File: src/rtl/pp_reduce_if.sv
// Operand/result bundle for the partial-product reduction pipe.
// Both sides use valid/ready: a beat moves on a rising edge where valid and ready are both high.
interface pp_reduce_if #(
    parameter int N_PP  = 17,
    parameter int PP_W  = 68,
    parameter int OUT_W = 64,
    parameter int TAG_W = 4
);
    logic                   in_valid;
    logic                   in_ready;
    logic [N_PP*PP_W-1:0]   pp_flat;
    logic [PP_W-1:0]        sign_comp;
    logic [TAG_W-1:0]       in_tag;
    logic                   out_valid;
    logic                   out_ready;
    logic [OUT_W-1:0]       out_sum;
    logic [TAG_W-1:0]       out_tag;

    modport master (
        output in_valid, pp_flat, sign_comp, in_tag, out_ready,
        input  in_ready, out_valid, out_sum, out_tag
    );

    modport slave (
        input  in_valid, pp_flat, sign_comp, in_tag, out_ready,
        output in_ready, out_valid, out_sum, out_tag
    );
endinterface

File: src/rtl/pp_reduce_pipe.sv
// Pipelined carry-save reduction of N_PP partial products plus a sign-compensation word.
// CSA levels are spread over stages 1..PIPE_DEPTH-1; the final stage holds the CPA result.
module pp_reduce_pipe #(
    parameter int N_PP       = 17,
    parameter int PP_W       = 68,
    parameter int OUT_W      = 64,
    parameter int PIPE_DEPTH = 3,
    parameter int TAG_W      = 4
) (
    input  logic        clk,
    input  logic        rst,
    pp_reduce_if.slave  bus
);
    localparam int N_OP  = N_PP + 1;
    localparam int IDX_W = $clog2(N_OP);

    typedef logic [N_OP-1:0][PP_W-1:0] ops_t;

    // Operand count after one 3:2 level; counts of 2 or less are final.
    function automatic int next_cnt(input int n);
        return (n > 2) ? (n / 3) * 2 + (n % 3) : n;
    endfunction

    function automatic int count_levels(input int n);
        int m;
        int c;
        m = n;
        c = 0;
        for (int i = 0; i < 64; i++) begin
            if (m > 2) begin
                m = next_cnt(m);
                c++;
            end
        end
        return c;
    endfunction

    localparam int N_LVL    = count_levels(N_OP);
    localparam int N_CSA_ST = PIPE_DEPTH - 1;
    localparam int LO_FINAL = (PIPE_DEPTH == 1) ? 0 : N_LVL;

    // One level: groups of three become sum/carry pairs, leftovers pass down unchanged.
    function automatic ops_t csa_level(input ops_t cur, input int n);
        ops_t            nxt;
        int              grp;
        logic [PP_W-1:0] a;
        logic [PP_W-1:0] b;
        logic [PP_W-1:0] c;
        nxt = '0;
        grp = n / 3;
        for (int g = 0; g < N_OP / 3; g++) begin
            if (g < grp) begin
                a = cur[IDX_W'(3 * g)];
                b = cur[IDX_W'(3 * g + 1)];
                c = cur[IDX_W'(3 * g + 2)];
                nxt[IDX_W'(2 * g)]     = a ^ b ^ c;
                nxt[IDX_W'(2 * g + 1)] = ((a & b) | (a & c) | (b & c)) << 1;
            end
        end
        for (int i = 0; i < N_OP; i++) begin
            if (i >= 3 * grp && i < n)
                nxt[IDX_W'(2 * grp + i - 3 * grp)] = cur[IDX_W'(i)];
        end
        return nxt;
    endfunction

    // Applies tree levels [lo, hi); n tracks the operand count entering each level.
    function automatic ops_t reduce_range(input ops_t ops, input int lo, input int hi);
        ops_t cur;
        int   n;
        cur = ops;
        n   = N_OP;
        for (int j = 0; j < N_LVL; j++) begin
            if (j >= lo && j < hi)
                cur = csa_level(cur, n);
            n = next_cnt(n);
        end
        return cur;
    endfunction

    function automatic logic [OUT_W-1:0] cpa(input ops_t ops);
        logic [PP_W-1:0] s;
        s = ops[0] + ops[1];
        return s[OUT_W-1:0];
    endfunction

    logic [PIPE_DEPTH:1] v_q;
    logic [TAG_W-1:0]    tag_q [1:PIPE_DEPTH];
    logic [OUT_W-1:0]    out_sum_q;
    logic                advance;
    ops_t                in_ops;
    ops_t                stage_in [1:PIPE_DEPTH];
    ops_t                final_ops;

    // Global stall: every stage moves together whenever the output slot is free or draining.
    assign advance       = ~v_q[PIPE_DEPTH] | bus.out_ready;
    assign bus.in_ready  = advance;
    assign bus.out_valid = v_q[PIPE_DEPTH];
    assign bus.out_sum   = out_sum_q;
    assign bus.out_tag   = tag_q[PIPE_DEPTH];

    assign in_ops      = {bus.sign_comp, bus.pp_flat};
    assign stage_in[1] = in_ops;

    for (genvar k = 1; k < PIPE_DEPTH; k++) begin : g_csa
        localparam int LO = ((k - 1) * N_LVL) / N_CSA_ST;
        localparam int HI = (k * N_LVL) / N_CSA_ST;
        ops_t ops_q;

        always_ff @(posedge clk) begin
            if (advance)
                ops_q <= reduce_range(stage_in[k], LO, HI);
        end

        assign stage_in[k+1] = ops_q;
    end

    assign final_ops = reduce_range(stage_in[PIPE_DEPTH], LO_FINAL, N_LVL);

    always_ff @(posedge clk) begin
        if (rst) begin
            v_q       <= '0;
            out_sum_q <= '0;
            for (int k = 1; k <= PIPE_DEPTH; k++)
                tag_q[k] <= '0;
        end else if (advance) begin
            v_q[1]    <= bus.in_valid;
            tag_q[1]  <= bus.in_tag;
            out_sum_q <= cpa(final_ops);
            for (int k = 2; k <= PIPE_DEPTH; k++) begin
                v_q[k]   <= v_q[k-1];
                tag_q[k] <= tag_q[k-1];
            end
        end
    end
endmodule

File: src/flat_wrapper.sv
// flat-port wrapper written by rule: the top's interface ports become plain ports
module pp_reduce_pipe_flat 
#(
    parameter int N_PP       = 17,
    parameter int PP_W       = 68,
    parameter int OUT_W      = 64,
    parameter int PIPE_DEPTH = 3,
    parameter int TAG_W      = 4
)
  (clk, rst, bus_in_valid, bus_pp_flat, bus_sign_comp, bus_in_tag, bus_out_ready, bus_in_ready, bus_out_valid, bus_out_sum, bus_out_tag);
  pp_reduce_if #(.N_PP(N_PP), .PP_W(PP_W), .OUT_W(OUT_W), .TAG_W(TAG_W)) bus_i ();
  input  logic clk;
  input  logic rst;
  input wire logic [$bits(bus_i.in_valid)-1:0] bus_in_valid;
  input wire logic [$bits(bus_i.pp_flat)-1:0] bus_pp_flat;
  input wire logic [$bits(bus_i.sign_comp)-1:0] bus_sign_comp;
  input wire logic [$bits(bus_i.in_tag)-1:0] bus_in_tag;
  input wire logic [$bits(bus_i.out_ready)-1:0] bus_out_ready;
  output wire logic [$bits(bus_i.in_ready)-1:0] bus_in_ready;
  output wire logic [$bits(bus_i.out_valid)-1:0] bus_out_valid;
  output wire logic [$bits(bus_i.out_sum)-1:0] bus_out_sum;
  output wire logic [$bits(bus_i.out_tag)-1:0] bus_out_tag;
  assign bus_i.in_valid = bus_in_valid;
  assign bus_i.pp_flat = bus_pp_flat;
  assign bus_i.sign_comp = bus_sign_comp;
  assign bus_i.in_tag = bus_in_tag;
  assign bus_i.out_ready = bus_out_ready;
  assign bus_in_ready = bus_i.in_ready;
  assign bus_out_valid = bus_i.out_valid;
  assign bus_out_sum = bus_i.out_sum;
  assign bus_out_tag = bus_i.out_tag;
  pp_reduce_pipe #(.N_PP(N_PP), .PP_W(PP_W), .OUT_W(OUT_W), .PIPE_DEPTH(PIPE_DEPTH), .TAG_W(TAG_W)) u_core (.clk(clk), .rst(rst), .bus(bus_i));
endmodule
File: config.mk
export PLATFORM = sky130hd
export DESIGN_NAME = pp_reduce_pipe_flat
export DESIGN_NICKNAME = d
export VERILOG_FILES = /design/src/rtl/pp_reduce_if.sv /design/src/rtl/pp_reduce_pipe.sv /design/src/flat_wrapper.sv
export SDC_FILE = /design/constraint.sdc
export NUM_CORES = 1
export LEC_CHECK = 0
export CAP_MARGIN = 20
export CORE_AREA = 5 5 504 506
export DETAILED_ROUTE_END_ITERATION = 10
export DIE_AREA = 0 0 509 511
export SLEW_MARGIN = 10
export SYNTH_ARGS = -nofsm -noshare
export SYNTH_HDL_FRONTEND = slang
export SYNTH_SLANG_ARGS = --single-unit
export TNS_END_PERCENT = 100
File: constraint.sdc
create_clock -name clk -period 13.7 [get_ports clk]
set_clock_uncertainty 0.15 [all_clocks]
set_input_delay 2.055 -clock clk [delete_from_list [all_inputs] [get_ports clk]]
set_output_delay 2.055 -clock clk [all_outputs]
set_load 0.05 [all_outputs]
After elaboration in Yosys (flattened, before gate mapping):

Memories as Yosys holds them, arrays and structs flattened.
Index checks and enable logic that the tools add are counted.

* multiplexer cells: 12
* add/subtract/negate cells: 1
* bitwise operators: 110

Operators by type and width (count)
* bitwise AND 67 bit: 39
* bitwise XOR 68 bit: 28
* bitwise OR 67 bit: 26
* 2-to-1 mux 749 bit: 1
* 2-to-1 mux 544 bit: 1
* bitwise AND 63 bit: 6
* 2-to-1 mux 268 bit: 1
* bitwise OR 63 bit: 4
* 2-to-1 mux 200 bit: 1
* bitwise XOR 64 bit: 2
* adder 64 bit: 1
* 2-to-1 mux 4 bit: 3
* 2-to-1 mux 1 bit: 5
* bitwise OR 1 bit: 4
* NOT 1 bit: 1

* memories kept: 1
* bits of input ports: 1232
* bits in writable memories: 12
* register bits after elaboration: 599
* output and inout port bits: 70

Memories
* u_core.tag_q: depth 3, bits a word 4, rd ports 3, clocked after memory_dff 0, wr ports 3, line pp_reduce_pipe.sv:88 `logic [TAG_W-1:0] tag_q [1:PIPE_DEPTH];`

Longest topological paths before layout:

Gate-level depths: netlist (run 1).

* depth in word-level cells: 11
* depth in mapped cells: 7
* gate-level depth less buffers: 7

Least setup slack after synthesis (run 1):

Ideal clock, no wire load.

* kind: input -> output
* from: input port bus_out_ready
* to: output port bus_in_ready
* path slack: 6.102 ns
* required time: 11.495 ns
* stages on the path: 4
* arrival: 5.393 ns
* buffers on the path: 2
* cells stage by stage: nor2b_1 -> buf_6 -> inv_2 -> buf_2

* longest elaborated chain between the ends: 1

RTL lines
* from (decl): line flat_wrapper.sv:18 `input wire logic [$bits(bus_i.out_ready)-1:0] bus_out_ready;`
* bitwise OR 1 bit: line pp_reduce_pipe.sv:96 `assign advance = ~v_q[PIPE_DEPTH] | bus.out_ready;`
* to (decl): line flat_wrapper.sv:19 `output wire logic [$bits(bus_i.in_ready)-1:0] bus_in_ready;`

No other way between the ends.

Worst setup path after layout (run 1):

Same ends and word-level chain as after synthesis.

==> metrics.md, run 1 <==
| Metric | Value |
|---|---|
| FF-to-FF End | `u_core.bus.out_sum[13]` |
| Synth Area in Compound Gates | `0.0118` |
| Die ar. | `0.260 mm^2` |
| Final Setup Violations | `0` |
| Die Width | `509 um` |
| Buffers on Ports | `1,021` |
| LEAKAGE | `18.4 nW` |
| Period utilization | `0.453` |
| GRT overflow | `0` |
| Die Ht | `511 um` |
| CORE AREA | `0.250 mm^2` |
| Vias in the first global route | `22,500` |
| Hold Path Stages | `2` |
| Final WL | `124,000 um` |
| PostCTS Resize Cnt | `0` |
| Max VDD drop | `0.0803 mV` |
| HP Start | `u_core.bus.out_sum[27]` |
| Vias per cell | `2.78` |
| Detailed Place HPWL | `112,000 um` |
| Req. time, crit path | `11.49 ns` |
| Max frequency | `0.161 GHz` |
| Final ANT Viol Nets | `0` |
| Area grow syn2layout | `57.8%` |
| Slew Limit Fails | `0` |
| Residual DRC | `0` |
| Layout net count | `5,224` |
| Clock Path Buffers | `3` |
| # rows | `184` |
| DP Worst Slack | `7.48 ns` |
| Mux cell area share after synthesis | `0` |
| Clk root buf | `clkbuf_16` |
| Flop and latch count out of synthesis | `329` |
| CTS tree | `built` |
| Clock H-tree levels | `2` |
| Vias after detailed routing | `19,000` |
| Worst hold path class | `register to register` |
| CP Max Fanout | `69` |
| Clock Latency Late Sink | `0.65 ns` |
| DR WL/cell | `18.1 um` |
| First-pass GRT wire length | `169,000 um` |
| Main combinational cell family by area after synthesis | `adder cells` |
| Initial core utilization | `0.110` |
| Worst Setup End Kind | `output pin` |
| Synth Area in XOR/XNOR | `0.0859` |
| 1st-iter DRT viols | `631` |
| CTS Hold Buffers Added | `0` |
| Run status | `complete, no violations` |
| Crit path from | `bus_out_ready` |
| Reg2Reg Depth | `6` |
| Inserted Clock Buffers | `47` |
| R2R Setup Slk | `10.41 ns` |
| Worst-margin pin slew | `1.34 ns` |
| Yosys cell types | `23` |
| GR Util All Layers | `0.0936` |
| Setup Fix Bufs, Post-CTS | `0` |
| Post-Synth Simple-Gate Area | `0.0298` |
| GP Congestion | `0.907` |
| Fraction of layout cells with a size suffix above 1 | `0.0256` |
| Clock slew at reported path FFs | `0.06 ns` |
| Filler cell count | `27,700` |
| CTS sink cnt | `329` |
| Reg-to-Reg Start | `u_core.v_q[3]` |
| Pre-antenna DRT Iters | `4` |
| Hold endpoint | `u_core.bus.out_sum[27]` |
| Post-route minimum period | `6.20 ns` |
| Max Cap Viol | `0` |
| Post-synth top flop | `edfxtp_1` |
| Post-Synth Adder-Cell Area | `0.404` |
| CP Launch Type | `input port` |
| I/O pin count | `1,302` |
| Post-synth ARST share | `0` |
| Largest net degree at the start of global routing | `131` |
| Worst setup path class | `input port to output pin` |
| Fin Setup TNS | `0 ns` |
| Post-synthesis cell count | `2,383` |
| Post-Syn Nets | `4,172` |
| Part of the Yosys area used for sequential elements | `0.335` |
| WP data arrival | `4.00 ns` |
| Final Hold Viols | `0` |
| Initial antenna violation count | `55` |
| Final worst slack | `7.50 ns` |
| Mapped cell area | `0.0275 mm^2` |
| Worst slew margin | `0.106` |
| Yosys warning count | `0` |
| RSZ-0062 raised after global routing | `false` |
| Mean post-synth cell area | `11.6 um^2` |
| PwrDens | `125 mW/mm^2` |
| Post-synth EDFFs | `263` |
## cells in the final DEF, fill, tap and decap left out
master	count
a21oi_1	65
and2_1	13
buf_12	2
buf_4	10
bufinv_16	4
clkbuf_1	8
clkbuf_16	47
clkbuf_8	1
clkdlybuf4s50_1	1020
clkinv_1	6
clkinv_16	1
clkinv_2	7
clkinv_4	3
clkinv_8	1
clkinvlp_4	2
conb_1	1
dfxtp_1	66
diode_2	13
edfxtp_1	263
fa_1	553
ha_1	4
inv_1	929
inv_6	7
inv_8	2
nand2_1	130
nand2b_1	1
nor2_1	64
nor2b_4	1
xnor2_1	193
xnor2_2	1
xnor3_1	4
xor2_1	65
## cell families after synthesis
logic type | count (synthesis)
AO/OA/AOI/OAI | 65
AND/OR/NAND/NOR | 209
XOR/XNOR | 263
adder cells (fa/ha/maj) | 557
buffers and inverters | 959
flip-flops | 329
other | 1
## per-layer routing
layer / global-route usage / wire length, um / share of wire
met5: 0 / 212 / 0.0017
met4: 0.0355 / 4990 / 0.040
met3: 0.0376 / 12100 / 0.098
met2: 0.171 / 63800 / 0.52
met1: 0.0948 / 42500 / 0.34
## worst max-delay path: stages
cell	delay, ns
clkdlybuf4s50_1	0.51
nor2b_4	0.08
inv_8	0.31
clkdlybuf4s50_1	0.93
## cells in the mapped netlist, drive strengths merged, types with 5 or more instances
| cell type | count | share of area |
|---|---|---|
| xor2 | 65 | 0.021 |
| fa | 553 | 0.40 |
| nor2 | 64 | 0.0087 |
| edfxtp | 263 | 0.29 |
| a21oi | 65 | 0.012 |
| inv | 930 | 0.13 |
| xnor2 | 194 | 0.062 |
| dfxtp | 66 | 0.048 |
| nand2 | 130 | 0.018 |
| clkbuf | 5 | 0.00073 |
| and2 | 13 | 0.0030 |
| buf | 24 | 0.0066 |
## worst max-delay path by stage
stage | to | slack, ns | cells after the start
after detailed placement | bus_in_ready | 7.48 | 4
final | bus_in_ready | 7.50 | 4
after global routing | bus_in_ready | 7.40 | 4
after floorplan | bus_in_ready | 6.10 | 4
after CTS | bus_in_ready | 7.48 | 4
after global placement | bus_in_ready | 7.50 | 4
## layout make-up
cell class	instances	area (um^2)	area share
Sequential cell	329	9220	0.212
Multi-Input combinational cell	1095	14600	0.337
Inverter	930	3500	0.0805
Clock inverter	32	338	0.00777
Tap cell	3348	4190	0.0964
Timing Repair Buffer	1032	10300	0.238
Antenna cell	13	32.5	0.000748
Clock buffer	56	1220	0.0281
## power by group
group / switching, mW / leakage [nW] / internal [mW] / total (mW)
registers: 0.122 / 3.39 / 1.66 / 1.78
logic: 1.31 / 14.2 / 1.07 / 2.38
clock network: 0.541 / 0.758 / 0.723 / 1.26
total: 1.97 / 18.4 / 3.46 / 5.43
## flip-flops by register name (all words and copies together), names as in the netlist
| signal | count |
|---|---|
| u_core.bus.out_sum | 63 |
| u_core.final_ops | 63 |
| u_core.g_csa.ops_q | 188 |
| u_core.tag_q | 12 |
| u_core.v_q | 3 |
## through the flow
step | area (um^2) | hold WS, ns | instances | utilization | total power, mW
2_1_floorplan | 27500 | 0.282 | 2383 | - | 3.14
3_3_place_gp | 41900 | 0.289 | 6734 | 0.168 | 4.28
3_5_place_dp | 41900 | 0.292 | 6734 | 0.168 | 4.32
4_1_cts | 43400 | 0.300 | 6822 | 0.174 | 5.67
5_1_grt | 43500 | 0.313 | 6830 | 0.174 | 5.96
6_report | 43500 | 0.299 | 6835 | 0.174 | 5.43
Note: power is estimated with default switching activity, not from simulation.
==> run 2, diff against run 1 <==
- CORE_AREA: 5 5 504 506 -> 5 5 507 509
- DIE_AREA: 0 0 509 511 -> 0 0 512 514
- clock period: 13.7 -> 5.1 ns (I/O delays scaled with it)
==> metrics.md, run 2 (synthesis results as in run 1) <==
| Metric | Value |
|---|---|
| 1st-iter DRT viols | `620` |
| LEAKAGE | `18.4 nW` |
| Max Cap Viol | `0` |
| R2R Setup Slk | `2.85 ns` |
| CTS tree | `built` |
| Residual DRC | `0` |
| Pre-antenna DRT Iters | `4` |
| CTS Hold Buffers Added | `0` |
| Initial core utilization | `0.109` |
| Worst setup path class | `input port to output pin` |
| Initial antenna violation count | `71` |
| Final Hold Viols | `0` |
| Hold endpoint | `u_core.bus.out_sum[19]` |
| Reg-to-Reg Start | `u_core.v_q[3]` |
| RSZ-0062 raised after global routing | `false` |
| First-pass GRT wire length | `180,000 um` |
| Vias after detailed routing | `19,100` |
| PostCTS Resize Cnt | `0` |
| Clock H-tree levels | `2` |
| Met3 WL post-DR | `11,000 um` |
| Clock Latency Late Sink | `0.66 ns` |
| Final Core Density | `0.173` |
| WP data arrival | `2.17 ns` |
| CP Max Fanout | `62` |
| CORE AREA | `0.253 mm^2` |
| Max VDD drop | `0.217 mV` |
| Run status | `complete, no violations` |
| FF-to-FF End | `u_core.tag_q[0][6]` |
| Placed Cells | `6,750` |
| Inserted Clock Buffers | `48` |
| Top Layer Used | `met5` |
| Setup Fix Bufs, Post-CTS | `0` |
| Detailed Place HPWL | `121,000 um` |
| Biggest register | `u_core.g_csa.ops_q` |
| Met2 WL | `72,000 um` |
| Area grow syn2layout | `58.3%` |
| Post-route minimum period | `3.08 ns` |
| Max reg flops | `188` |
| Worst slew margin | `0.322` |
| GR Util All Layers | `0.100` |
| HP Start | `u_core.bus.out_sum[19]` |
| GRT overflow | `0` |
| Layout net count | `5,224` |
| Fraction of layout cells with a size suffix above 1 | `0.0273` |
| Final WL | `134,000 um` |
| Worst-margin pin slew | `1.02 ns` |
| Final Setup Violations | `0` |
| Filler cell count | `27,900` |
| Vias in the first global route | `22,500` |
| Req. time, crit path | `4.18 ns` |
| Met1 WL | `47,500 um` |
| Die Ht | `514 um` |
| Total power | `14.8 mW` |
| Commonest cells after routing, fill and taps aside | `1,018 x clkdlybuf4s50_1, 929 x inv_1, 553 x fa_1, 263 x edfxtp_1, 193 x xnor2_1` |
| # rows | `185` |
| PwrDens | `340 mW/mm^2` |
| Fin Setup TNS | `0 ns` |
| Vias per cell | `2.79` |
| Clk root buf | `clkbuf_16` |
| Clock slew at reported path FFs | `0.05 ns` |
| Period utilization | `0.605` |
| Post-Layout Cell Count | `6,853` |
| Largest net degree at the start of global routing | `137` |
| I/O pin count | `1,302` |
| Die Width | `512 um` |
| CP Launch Type | `input port` |
| Clock Path Buffers | `3` |
| Worst Setup End Kind | `output pin` |
| Hold Path Stages | `2` |
| Die ar. | `0.263 mm^2` |
| DR WL/cell | `19.5 um` |
| Commonest non-fill, non-tap cell in the layout | `clkdlybuf4s50_1` |
| Slew Limit Fails | `0` |
| CTS sink cnt | `329` |
| Reg2Reg Depth | `3` |
| GP Congestion | `0.921` |
| Final ANT Viol Nets | `0` |
| Worst hold path class | `register to register` |
| Buffers on Ports | `1,021` |
| Max frequency | `0.324 GHz` |
run 2: cell type report:
type	instances	area (um^2)	area share
Tap cell	3366	4210	0.0966
Multi-Input combinational cell	1095	14600	0.336
Timing Repair Buffer	1031	10300	0.237
Clock buffer	64	1360	0.0313
Inverter	930	3500	0.0802
Antenna cell	12	30.0	0.000689
Sequential cell	329	9220	0.211
Clock inverter	26	318	0.00729
run 2: how the worst max path moves through the flow:
stage / startpoint / end / slack [ns] / depth (start not counted)
after floorplan: bus_out_ready / bus_in_ready / 0.08 / 4
after global placement: bus_pp_flat[247] / u_core.g_csa[1].ops_q[43] / 1.22 / 6
after detailed placement: bus_pp_flat[247] / u_core.g_csa[1].ops_q[43] / 1.26 / 6
after CTS: u_core.bus.out_sum[47] / bus_out_sum[47] / 1.87 / 1
after global routing: bus_pp_flat[247] / u_core.g_csa[1].ops_q[43] / 1.93 / 6
final: bus_out_ready / bus_in_ready / 2.02 / 4
run 2: per-layer routing:
layer	up-vias	track usage
li1	8698	-
met1	9359	0.104
met2	810	0.193
met3	188	0.0348
met4	50	0.0193
met5	-	0
run 2: where the power goes:
group,internal [mW],switching (mW)
logic,2.90,3.56
clock network,2.14,1.44
registers,4.46,0.351
total,9.50,5.35
run 2: worst max-delay path, stage by stage:
cell             delay, ns
clkdlybuf4s50_1       0.46
nor2b_4               0.30
inv_8                 0.19
buf_4                 0.32
run 2: through the flow:
step	setup slack [ns]	hold WS [ns]	area, um^2
after detailed placement	1.26	0.293	41900
after global placement	1.22	0.290	41900
final	2.02	0.300	43600
after floorplan	0.0815	0.282	27500
after CTS	1.87	0.302	43600
after global routing	1.93	0.315	43600
